[config.mk]
export PLATFORM = sky130hd
export DESIGN_NAME = serial_regbank
export DESIGN_NICKNAME = d
export VERILOG_FILES = /design/src/rtl/serial_regbank_pkg.sv /design/src/rtl/regbank_entry.sv /design/src/rtl/serial_regbank.sv
export SDC_FILE = /design/constraint.sdc
export NUM_CORES = 1
export LEC_CHECK = 0
export CAP_MARGIN = 40
export CORE_AREA = 2 2 430 432
export CTS_CLUSTER_SIZE = 40
export DETAILED_ROUTE_END_ITERATION = 12
export DIE_AREA = 0 0 432 434
export HOLD_SLACK_MARGIN = 0.08
export PLACE_DENSITY = 0.42
export SLEW_MARGIN = 20
export SYNTH_ARGS = -nofsm -noshare
export SYNTH_HDL_FRONTEND = slang
export SYNTH_SLANG_ARGS = --single-unit
[constraint.sdc]
create_clock -name clock -period 6 [get_ports clock]
set_input_delay 1.8 -clock clock [delete_from_list [all_inputs] [get_ports clock]]
set_output_delay 1.8 -clock clock [all_outputs]
set_load 0.03 [all_outputs]
[src/rtl/serial_regbank_pkg.sv]
// Shared mode encodings, default out-of-range read word and sizing helper
// for the serial register bank.
package serial_regbank_pkg;

    localparam logic [1:0] MODE_RW    = 2'd0;
    localparam logic [1:0] MODE_RO    = 2'd1;
    localparam logic [1:0] MODE_PULSE = 2'd2;
    localparam logic [1:0] MODE_W1C   = 2'd3;

    localparam logic [31:0] BAD_RD_DEFAULT = 32'hBADADD00;

    function automatic int clog2(input int value);
        int width;
        width = 32'sd0;
        for (int v = value - 32'sd1; v > 32'sd0; v = v >>> 32'sd1) begin
            width = width + 32'sd1;
        end
        return width;
    endfunction

endpackage

[src/rtl/regbank_entry.sv]
// One register of the serial bank: storage, access-mode behaviour and the
// shared per-register pulse timer.
module regbank_entry
    import serial_regbank_pkg::*;
#(
    parameter int              DW        = 32,
    parameter logic [1:0]      MODE_SEL  = MODE_RW,
    parameter logic [DW-1:0]   RESET_VAL = {DW{1'b0}},
    parameter int              PULSE_LEN = 1
) (
    input  logic          clock,
    input  logic          reset,
    input  logic          wr_en,
    input  logic [DW-1:0] data_wr,
    input  logic [DW-1:0] status,
    output logic [DW-1:0] value,
    output logic [DW-1:0] rd_value
);

    localparam int            CW       = clog2(PULSE_LEN + 32'sd1);
    localparam logic [CW-1:0] CNT_LOAD = CW'(PULSE_LEN);
    localparam logic [CW-1:0] CNT_ONE  = CW'(32'sd1);
    localparam logic [CW-1:0] CNT_ZERO = {CW{1'b0}};
    localparam logic [DW-1:0] ZERO     = {DW{1'b0}};
    // W1C and RO contents never start from the configured reset word.
    localparam logic [DW-1:0] RST_CONTENT =
        ((MODE_SEL == MODE_RW) || (MODE_SEL == MODE_PULSE)) ? RESET_VAL : ZERO;

    logic [DW-1:0] value_r;
    logic [CW-1:0] cnt_r;

    // Register update according to the access mode of this entry.
    always_ff @(posedge clock) begin
        if (reset) begin
            value_r <= RST_CONTENT;
            cnt_r   <= CNT_ZERO;
        end else begin
            case (MODE_SEL)
                MODE_RW: begin
                    if (wr_en) value_r <= data_wr;
                end
                MODE_PULSE: begin
                    // A write during an active pulse merges bits and restarts the timer.
                    if (wr_en) begin
                        value_r <= (cnt_r != CNT_ZERO) ? (value_r | data_wr) : data_wr;
                        cnt_r   <= CNT_LOAD;
                    end else if (cnt_r == CNT_ONE) begin
                        value_r <= ZERO;
                        cnt_r   <= CNT_ZERO;
                    end else if (cnt_r != CNT_ZERO) begin
                        cnt_r <= cnt_r - CNT_ONE;
                    end
                end
                MODE_W1C: begin
                    value_r <= (value_r & ~(wr_en ? data_wr : ZERO)) | status;
                end
                default: begin
                    value_r <= ZERO;
                end
            endcase
        end
    end

    assign value    = value_r;
    assign rd_value = (MODE_SEL == MODE_RO) ? status : value_r;

endmodule

[src/rtl/serial_regbank.sv]
// Parametrised serial register bank: write-edge qualification, address
// decode, out-of-range detection and registered readback.
module serial_regbank
    import serial_regbank_pkg::*;
#(
    parameter int                   NREG      = 16,
    parameter int                   DW        = 32,
    parameter int                   AW        = 8,
    parameter logic [2*NREG-1:0]    MODE      = {(2*NREG){1'b0}},
    parameter logic [NREG*DW-1:0]   RESET_VAL = {(NREG*DW){1'b0}},
    parameter int                   PULSE_LEN = 1,
    parameter logic [31:0]          BAD_RD    = BAD_RD_DEFAULT
) (
    input  logic                 clock,
    input  logic                 reset,
    input  logic [AW-1:0]        adr_in,
    input  logic [DW-1:0]        data_wr,
    output logic [DW-1:0]        data_rd,
    output logic                 rd_valid,
    output logic [NREG*DW-1:0]   regs_out,
    input  logic [NREG*DW-1:0]   status_in,
    output logic [NREG-1:0]      wr_strobe,
    output logic                 adr_err
);

    localparam logic [DW-1:0] BAD_RD_W = DW'(BAD_RD);
    localparam logic [AW-1:0] NREG_W   = AW'(NREG);

    logic            wr_s;
    logic [AW-2:0]   adr_s;
    logic [AW-1:0]   adr_ext_s;
    logic            in_range_s;
    logic            wr_edge_s;
    logic            wr_q_r;
    logic [AW-2:0]   adr_q_r;
    logic            adr_seen_r;
    logic [NREG-1:0] hit_s;
    logic [DW-1:0]   rd_sel_s;
    logic [DW-1:0]   rd_val_s [NREG];

    assign wr_s       = adr_in[AW-1];
    assign adr_s      = adr_in[AW-2:0];
    assign adr_ext_s  = {1'b0, adr_s};
    assign in_range_s = (adr_ext_s < NREG_W);
    assign wr_edge_s  = wr_s & ~wr_q_r;

    // One-hot write decode and AND-OR read select over all entries.
    always_comb begin
        hit_s    = {NREG{1'b0}};
        rd_sel_s = {DW{1'b0}};
        for (int i = 0; i < NREG; i++) begin
            hit_s[i] = wr_edge_s & (adr_ext_s == AW'(i));
            rd_sel_s = rd_sel_s | ({DW{adr_ext_s == AW'(i)}} & rd_val_s[i]);
        end
    end

    for (genvar g = 0; g < NREG; g++) begin : g_reg
        regbank_entry #(
            .DW        (DW),
            .MODE_SEL  (MODE[2*g +: 2]),
            .RESET_VAL (RESET_VAL[DW*g +: DW]),
            .PULSE_LEN (PULSE_LEN)
        ) u_entry (
            .clock    (clock),
            .reset    (reset),
            .wr_en    (hit_s[g]),
            .data_wr  (data_wr),
            .status   (status_in[DW*g +: DW]),
            .value    (regs_out[DW*g +: DW]),
            .rd_value (rd_val_s[g])
        );
    end

    // Edge history, address stability tracking and registered outputs.
    always_ff @(posedge clock) begin
        if (reset) begin
            wr_q_r     <= 1'b0;
            adr_q_r    <= {(AW-1){1'b0}};
            adr_seen_r <= 1'b0;
            data_rd    <= {DW{1'b0}};
            rd_valid   <= 1'b0;
            wr_strobe  <= {NREG{1'b0}};
            adr_err    <= 1'b0;
        end else begin
            wr_q_r     <= wr_s;
            adr_q_r    <= adr_s;
            adr_seen_r <= 1'b1;
            data_rd    <= in_range_s ? rd_sel_s : BAD_RD_W;
            rd_valid   <= adr_seen_r & (adr_s == adr_q_r);
            wr_strobe  <= hit_s;
            adr_err    <= wr_edge_s & ~in_range_s;
        end
    end

endmodule

==> metrics.cfg, run 1 <==
[run_status]
status = completed

[global_routing]
met2_usage_pct = 36.68
grt_pass1_wl_um = 252200
grt_pass1_vias = 24890
overflow = 0
use_met3_pct = 4.688
antenna_found_initial = 7
grt_start_max_net_pins = 197
grt_usage_pct = 20.35
grt_busiest_layer = met2
grt.met1_usage_pct = 20.57

[sta]
layout_min_cycle_time_ns = 4.439
finalSetupViolCount = 0
setup_slack_ns = 1.561
setup_tns_ns = 0
skew_ns = 0.03806
tightest_slew_ns = 1.322
whs_ns = 0.4522
fmax_mhz = 225.3
maxSlewHeadroom_pct = 11.88
finalHoldViolCount = 0
fin_crit_sh_pct = 73.99
drv_slew = 0
rsz0062_at_grt = false

[synth]
synth_edf_count = 0
syn_inst = 3052
syn_avg_cell_area_um2 = 7.765
yosysUniqueCellTypes = 67
ys_seq_elements = 571
seq_area_frac_synth_pct = 48.23
synth-async-reset-ratio_pct = 0
syn_area_mm2 = 0.02370
synth_nets = 3606
synth_ff_type = dfxtp_1
yosys_warnings = 0

[min_path]
min-delay-start = adr_seen_r
hp-class = register to register

[power_and_ir_drop]
p_per_area_mw_per_mm2 = 258.6
power_frac_seq_pct = 40.9
pwr-share-clk_pct = 52.4
intPower_mw = 6.843
power.leakage_nw = 11.39
power.total_mw = 9.340
switching_share_pct = 26.73
p_switching_mw = 2.497
pwr-share-comb_pct = 6.7
ir_drop_mv = 0.1708

[drt]
drt.antenna.violating_nets = 0
wl_per_cell_um = 32.57
detailroute.via_count = 25920
drtPass1Iterations = 6
wl_um = 198100
route.detailed.drc = 0
drtIter0Drc = 2274
via_per_inst = 4.262

[floorplanning]
dieArea_mm2 = 0.1875
die_w_um = 432
die_h_um = 434
io_pins = 1116
start_util_pct = 12.99
rows = 157
core_mm2 = 0.1825

[cts]
post_cts_resized = 0
cts_buffers = 77
root_buffer = clkbuf_16
worstSkewPairLatency_ns = 0.71
clock_sinks = 571
cts_tree = done
clk_pin_slew_ns = 0.06
cts_setup_buffers = 0
clockBufferDepth = 3
hold_buffers = 0
h-tree-depth = 3

[layout]
mostFrequentLayoutCell = nand2_1
syn_to_final_growth_pct = 52.39
drive_gt1_share_pct = 11.00
utilization_pct = 19.79
fin_nets = 4187
final_cell_mix = 1092 x nand2_1, 597 x clkdlybuf4s50_1, 571 x dfxtp_1

[worst_setup_path]
cp-end-kind = register
cp_max_fo = 12
cp.required_ns = 6.51
crit_start = adr_in[5]
crit_arrival_ns = 4.95
critPathKind = input port to register
rr_startpoint = wr_q_r
crit_path_start_kind = input port

[run]
max_cap_viol_count = 0

[placed_design]
place_hpwl_um = 149800
gp_congestion = 0.8691
place_ws_ns = 0.8858
portBuffers = 603

[critical path: stages]
cell	delay [ns]
clkdlybuf4s50_1	0.63
or3_2	0.81
nor2_4	0.57
nand2_1	0.55
buf_4	0.39
nand2_1	0.09
a21oi_1	0.06
[power by group through the flow]
stage,combinational (mW),clock (mW),sequential (mW)
after floorplan,0.229,0,3.93
after global placement,0.588,0,3.91
after detailed placement,0.624,0,3.91
after CTS,0.625,4.99,3.82
after global routing,0.634,5.14,3.82
final,0.626,4.89,3.82
[state kept, by name, summed over array words and instances, names as in the netlist]
| name | flops |
|---|---|
| adr_seen_r | 1 |
| data_rd | 32 |
| wr_strobe | 16 |
| adr_err | 1 |
| adr_q_r | 7 |
| g.u_entry.rd_value | 512 |
| wr_q_r | 1 |
| rd_valid | 1 |
[cells in the mapped netlist, types with 4 or more instances]
library cell	instances	area share [%]
nand3_1	35	0.74
mux2_2	15	0.71
a32oi_1	6	0.22
a221o_1	6	0.25
a31oi_1	31	0.82
and2_1	4	0.11
o221ai_1	5	0.18
a32o_1	5	0.21
a2111oi_0	9	0.33
nand2b_1	6	0.16
nor3b_1	4	0.13
a211oi_1	4	0.13
nand4_1	4	0.11
nor2_1	51	0.81
a22o_1	35	1.3
o22a_1	5	0.18
and3_1	11	0.29
dfxtp_1	571	48
nand2_1	1096	17
nor4_1	4	0.11
buf_6	4	0.19
buf_2	133	2.8
nor3_1	15	0.32
mux2i_1	58	2.4
o21ai_0	27	0.57
nand3b_1	8	0.25
nor3_2	19	0.80
clkbuf_1	163	2.6
nor2b_1	17	0.45
a221oi_1	23	0.85
a22oi_1	61	1.9
o22ai_1	11	0.29
xnor2_1	5	0.18
a21oi_1	537	11
a222oi_1	11	0.46
[layer usage]
layer	vias up	routed length (um)
met5	-	0
met4	0	16560
met3	345	12490
met2	1103	100600
met1	12960	68390
li1	11510	-
[kinds of logic after synthesis]
kind of cell | share of synthesized area, %
and+or+nand+nor | 22.52
buffers and inverters | 5.739
muxes | 3.448
DFF | 48.23
AOI/OAI and AO/OA | 19.80
xor gates and xnor gates | 0.2587
[worst paths after layout]
| check | end | slack (ns) | cells past startpoint |
|---|---|---|---|
| setup / recovery | g_reg[9].u_entry.rd_value[31] | 1.56 | 7 |
| hold / removal | rd_valid | 0.45 | 2 |
| hold reg to reg | rd_valid | 0.45 | 2 |
| setup reg to reg | g_reg[11].u_entry.rd_value[19] | 3.42 | 9 |
[stage by stage]
step,cells,area (um2)
CTS,6074,36080
floorplan,3052,23700
global route,6076,36100
global placement,5896,32900
finish,6081,36110
detailed placement,5938,33460
[final cells by class]
type,instances,area (um2)
Fill cell,20180,146400
Antenna cell,6,15.01
Sequential cell,571,11430
Clock inverter,23,331.6
Tap cell,2385,2984
Timing Repair Buffer,807,7951
Multi-Input combinational cell,2174,11100
Clock buffer,113,2293
Inverter,2,7.507
Power figures use the tool's default switching activity.
==> run 2, diff against run 1 <==
- clock period: 6 -> 4.4 ns (I/O delays scaled with it)
==> metrics.cfg, run 2 (synthesis gave the netlist of run 1 again) <==
[layout]
mostFrequentLayoutCell = nand2_1  ; unchanged
largest_reg_flops = 512  ; unchanged
final_cell_mix = 1093 x nand2_1, 598 x clkdlybuf4s50_1, 571 x dfxtp_1  ; was 1092 x nand2_1, 597 x clkdlybuf4s50_1, 571 x dfxtp_1
syn_to_final_growth_pct = 53.93  ; was 52.39%
utilization_pct = 19.99  ; was 19.79%
fin_nets = 4227  ; was 4187
drive_gt1_share_pct = 11.69  ; was 11.00%
finalInstanceArea_mm2 = 0.03648  ; was 0.03611 mm2

[global_routing]
grt_usage_pct = 20.04  ; was 20.35%
grt_pass1_wl_um = 248200  ; was 252200 um
antenna_found_initial = 7  ; unchanged
grt_start_max_net_pins = 174  ; was 197
grt_pass1_vias = 24600  ; was 24890
overflow = 0  ; unchanged

[power_and_ir_drop]
pwr-share-comb_pct = 6.7  ; about the same
intPower_mw = 9.362  ; was 6.843 mW
pwr-share-clk_pct = 52.3  ; was 52.4%
power_frac_seq_pct = 41.1  ; was 40.9%
ir_drop_mv = 0.2437  ; was 0.1708 mV
p_switching_mw = 3.321  ; was 2.497 mW
switching_share_pct = 26.19  ; was 26.73%
power.leakage_nw = 11.61  ; was 11.39 nW
p_per_area_mw_per_mm2 = 347.7  ; was 258.6 mW/mm2

[cts]
worstSkewPairLatency_ns = 0.70  ; was 0.71 ns
root_buffer = clkbuf_16  ; unchanged
clockBufferDepth = 3  ; unchanged
post_cts_resized = 0  ; unchanged
clock_sinks = 571  ; unchanged
cts_tree = done  ; unchanged
h-tree-depth = 3  ; unchanged
hold_buffers = 0  ; unchanged
cts_setup_buffers = 0  ; unchanged
clk_pin_slew_ns = 0.06  ; about the same
cts_buffers = 76  ; was 77

[worst_setup_path]
cp-end-kind = output port  ; was register
cp.required_ns = 3.08  ; was 6.51 ns
worstPathCellList = clkdlybuf4s50_1  ; was clkdlybuf4s50_1 > or3_2 > nor2_4 > nand2_1 > buf_4 > nand2_1 > a21oi_1
critPathKind = register to output port  ; was input port to register
crit_arrival_ns = 2.11  ; was 4.95 ns
cp_max_fo = 3  ; was 12
cpPeakStageDelay_ns = 0.96  ; was 0.81 ns
crit_family = buffers and inverters  ; was simple AND/OR/NAND/NOR gates
crit_path_start_kind = register  ; was input port
cp_num_buf_inv = 1  ; was 2
r2r_slack_ns = 2.29  ; was 3.42 ns
cpMaxStageDelayCell = clkdlybuf4s50_1  ; was or3_2

[floorplanning]
start_util_pct = 12.99  ; unchanged
die_w_um = 432  ; unchanged
rows = 157  ; unchanged
die_h_um = 434  ; unchanged
io_pins = 1116  ; unchanged
core_mm2 = 0.1825  ; unchanged
dieArea_mm2 = 0.1875  ; unchanged

[placed_design]
place_hpwl_um = 149400  ; was 149800 um
placed_cell_area_mm2 = 0.03388  ; was 0.03346 mm2
gp_congestion = 0.8707  ; was 0.8691
portBuffers = 603  ; unchanged

[drt]
drtIter0Drc = 2419  ; was 2274
detailroute.via_count = 26020  ; was 25920
drtPass1Iterations = 5  ; was 6
wl_um = 195600  ; was 198100 um
drt.antenna.violating_nets = 0  ; unchanged
wl_per_cell_um = 31.97  ; was 32.57 um
route.detailed.drc = 0  ; unchanged
via_per_inst = 4.252  ; was 4.262

[sta]
drv_slew = 0  ; unchanged
rsz0062_at_grt = false  ; unchanged
layout_min_cycle_time_ns = 3.430
finalSetupViolCount = 0  ; unchanged
tightest_slew_ns = 0.9400  ; was 1.322 ns
finalHoldViolCount = 0  ; unchanged
setup_tns_ns = 0  ; unchanged
skew_ns = 0.03491  ; was 0.03806 ns
fin_crit_sh_pct = 77.95
fmax_mhz = 291.6
maxSlewHeadroom_pct = 37.34  ; was 11.88%

[run]
max_cap_viol_count = 0  ; unchanged

[min_path]
hp-class = register to register  ; unchanged

[run_status]
status = completed  ; unchanged

==> run 2: power groups by stage <==
stage / Sequential [mW] / Clock, mW / Combinational, mW
after floorplan: 5.36 / 0 / 0.313
after detailed placement: 5.32 / 0 / 0.842
final: 5.21 / 6.63 / 0.846
after global placement: 5.32 / 0 / 0.804
after global routing: 5.21 / 6.95 / 0.859
after CTS: 5.21 / 6.76 / 0.843
==> run 2: layer usage <==
| metal | wire (um) | vias to the layer above | GRT usage (%) |
|---|---|---|---|
| li1 | - | 11590 | - |
| met1 | 65540 | 12910 | 19.71 |
| met2 | 100400 | 1166 | 36.59 |
| met3 | 12710 | 349 | 4.479 |
| met4 | 16940 | 2 | 15.16 |
| met5 | 18 | - | 0 |
==> run 2: layout make-up <==
type	instances	area, um2
clock buffers	111	2236
inverters	2	7.507
well taps	2385	2984
clock inverters	25	354.1
repair buffers	848	8394
multi-input cells	2174	11060
fillers	20140	146000
flip-flops and latches	571	11430
diodes	3	7.507
==> run 2: metrics by stage <==
step / hold WS (ns) / cells / setup slack [ns] / power, mW
finish: 0.4623 / 6119 / 0.9702 / 12.68
global placement: 0.4549 / 5945 / 0.2063 / 6.127
CTS: 0.4679 / 6115 / 0.9187 / 12.81
floorplan: 0.4184 / 3052 / 1.525 / 5.668
global route: 0.4802 / 6117 / 0.9112 / 13.02
detailed placement: 0.4602 / 5979 / 0.2184 / 6.165
==> run 2: worst paths after layout <==
check | startpoint | end | cells after the start
max | g_reg[12].u_entry.rd_value[1] | regs_out[385] | 1
min | adr_seen_r | rd_valid | 2
max reg2reg | wr_q_r | g_reg[5].u_entry.rd_value[29] | 7
min reg2reg | adr_seen_r | rd_valid | 2
==> run 3, diff against run 2 <==
- clock period: 4.4 -> 3.6 ns (I/O delays scaled with it)
==> metrics.cfg, run 3 (synthesis gave the netlist of run 1 again) <==
[drt]
wl_met2_um = 101500  ; was 100400 um
wl_met3_um = 12300  ; was 12710 um
met1_length_um = 65200  ; was 65540 um
wl_um = 195200  ; was 195600 um
highest-signal-layer = met4  ; was met5
drtPass1Iterations = 6  ; was 5
route.detailed.drc = 0  ; unchanged
drtIter0Drc = 2444  ; was 2419
via_per_inst = 4.262  ; was 4.252
wl_per_cell_um = 31.57  ; was 31.97 um
drt.antenna.violating_nets = 0  ; unchanged
detailroute.via_count = 26350  ; was 26020

[placed_design]
place_hpwl_um = 151100  ; was 149400 um
gp_congestion = 0.8634  ; was 0.8707
portBuffers = 603  ; unchanged

[sta]
tightest_slew_ns = 1.033  ; was 0.9400 ns
whs_ns = 0.4682  ; was 0.4623 ns
drv_slew = 0  ; unchanged
fmax_mhz = 310.0
rsz0062_at_grt = false  ; unchanged
finalSetupViolCount = 0  ; unchanged
skew_ns = 0.02992  ; was 0.03491 ns
maxSlewHeadroom_pct = 31.17  ; was 37.34%
fin_crit_sh_pct = 89.61
layout_min_cycle_time_ns = 3.226
finalHoldViolCount = 0  ; unchanged

[worst_setup_path]
cp_num_buf_inv = 1  ; unchanged
critPathKind = register to output port  ; unchanged
cp-end-kind = output port  ; unchanged
crit_family = buffers and inverters  ; unchanged
worstPathCellList = clkdlybuf4s50_1  ; unchanged
crit_arrival_ns = 2.15  ; was 2.11 ns
cpPeakStageDelay_ns = 0.78  ; was 0.96 ns
cp_max_fo = 3  ; unchanged
crit_path_start_kind = register  ; unchanged
cp.required_ns = 2.52  ; was 3.08 ns
cpMaxStageDelayCell = clkdlybuf4s50_1  ; unchanged

[layout]
syn_to_final_growth_pct = 56.21  ; was 53.93%
fin_nets = 4290  ; was 4227
drive_gt1_share_pct = 13.18  ; was 11.69%
final_cell_mix = 1093 x nand2_1, 598 x clkdlybuf4s50_1, 571 x dfxtp_1  ; unchanged
utilization_pct = 20.29  ; was 19.99%
mostFrequentLayoutCell = nand2_1  ; unchanged
num-fill-cells = 20130  ; was 20140
largest_reg_flops = 512  ; unchanged

[global_routing]
grt_start_max_net_pins = 131  ; was 174
grt_pass1_vias = 25010  ; was 24600
grt_usage_pct = 20.05  ; was 20.04%
grt_pass1_wl_um = 249700  ; was 248200 um
overflow = 0  ; unchanged
antenna_found_initial = 6  ; was 7

[floorplanning]
io_pins = 1116  ; unchanged
rows = 157  ; unchanged
die_w_um = 432  ; unchanged
die_h_um = 434  ; unchanged
start_util_pct = 12.99  ; unchanged
core_mm2 = 0.1825  ; unchanged
dieArea_mm2 = 0.1875  ; unchanged

[run]
max_cap_viol_count = 0  ; unchanged

[cts]
clock_sinks = 571  ; unchanged
root_buffer = clkbuf_16  ; unchanged
clk_pin_slew_ns = 0.06  ; about the same
worstSkewPairLatency_ns = 0.70  ; about the same
clockBufferDepth = 3  ; unchanged
post_cts_resized = 0  ; unchanged
cts_buffers = 75  ; was 76
hold_buffers = 0  ; unchanged
h-tree-depth = 3  ; unchanged
cts_setup_buffers = 0  ; unchanged
cts_tree = done  ; unchanged

[power_and_ir_drop]
power.leakage_nw = 11.95  ; was 11.61 nW
ir_drop_mv = 0.2912  ; was 0.2437 mV
p_per_area_mw_per_mm2 = 418.1  ; was 347.7 mW/mm2

[min_path]
hp-class = register to register  ; unchanged

[run_status]
status = completed  ; unchanged

run 3: changes by cell type in the layout (fill, tap and decap cells not counted), sizes merged:
cell / delta
inv: +3
buf: +65
clkbuf: -4
diode: -1
run 3: worst paths after layout:
| check | from | endpoint | slack (ns) | depth (start not counted) |
|---|---|---|---|---|
| min | g_reg[12].u_entry.rd_value[20] | g_reg[12].u_entry.rd_value[20] | 0.47 | 2 |
| min reg2reg | g_reg[12].u_entry.rd_value[20] | g_reg[12].u_entry.rd_value[20] | 0.47 | 2 |
| max reg2reg | g_reg[13].u_entry.rd_value[12] | data_rd[12] | 1.65 | 4 |
| max | g_reg[12].u_entry.rd_value[9] | regs_out[393] | 0.37 | 1 |
run 3: cell type report:
type	count	area [um2]	area share (%)
Antenna cell	2	5.005	0.01352
Clock buffer	108	2182	5.894
Clock inverter	28	405.4	1.095
Inverter	2	7.507	0.02028
Multi-Input combinational cell	2174	11060	29.88
Sequential cell	571	11430	30.88
Tap cell	2385	2984	8.061
Timing Repair Buffer	912	8944	24.16
run 3: metal layers:
layer | GRT usage (%) | vias to the layer above
met5 | 0 | -
met3 | 4.221 | 321
met2 | 36.89 | 1096
li1 | - | 11720
met4 | 14.77 | 0
met1 | 19.81 | 13210
run 3: report_power, final:
group,switching [mW],internal [mW],total (mW)
sequential,0.0210,6.35,6.37
combinational,0.748,0.288,1.04
clock,3.31,4.76,8.07
run 3: through the flow:
| stage | area, um2 | setup TNS (ns) | total power, mW | setup slack [ns] | std cells |
|---|---|---|---|---|---|
| final | 37020 | 0 | 15.48 | 0.3739 | 6182 |
| after global routing | 37010 | 0 | 15.89 | 0.3868 | 6180 |
| after CTS | 37010 | 0 | 15.66 | 0.3266 | 6180 |
| after detailed placement | 34430 | -5.524 | 7.546 | -0.1527 | 6044 |
| after global placement | 34370 | -6.368 | 7.537 | -0.1616 | 6040 |
| after floorplan | 23700 | 0 | 6.928 | 0.9648 | 3052 |
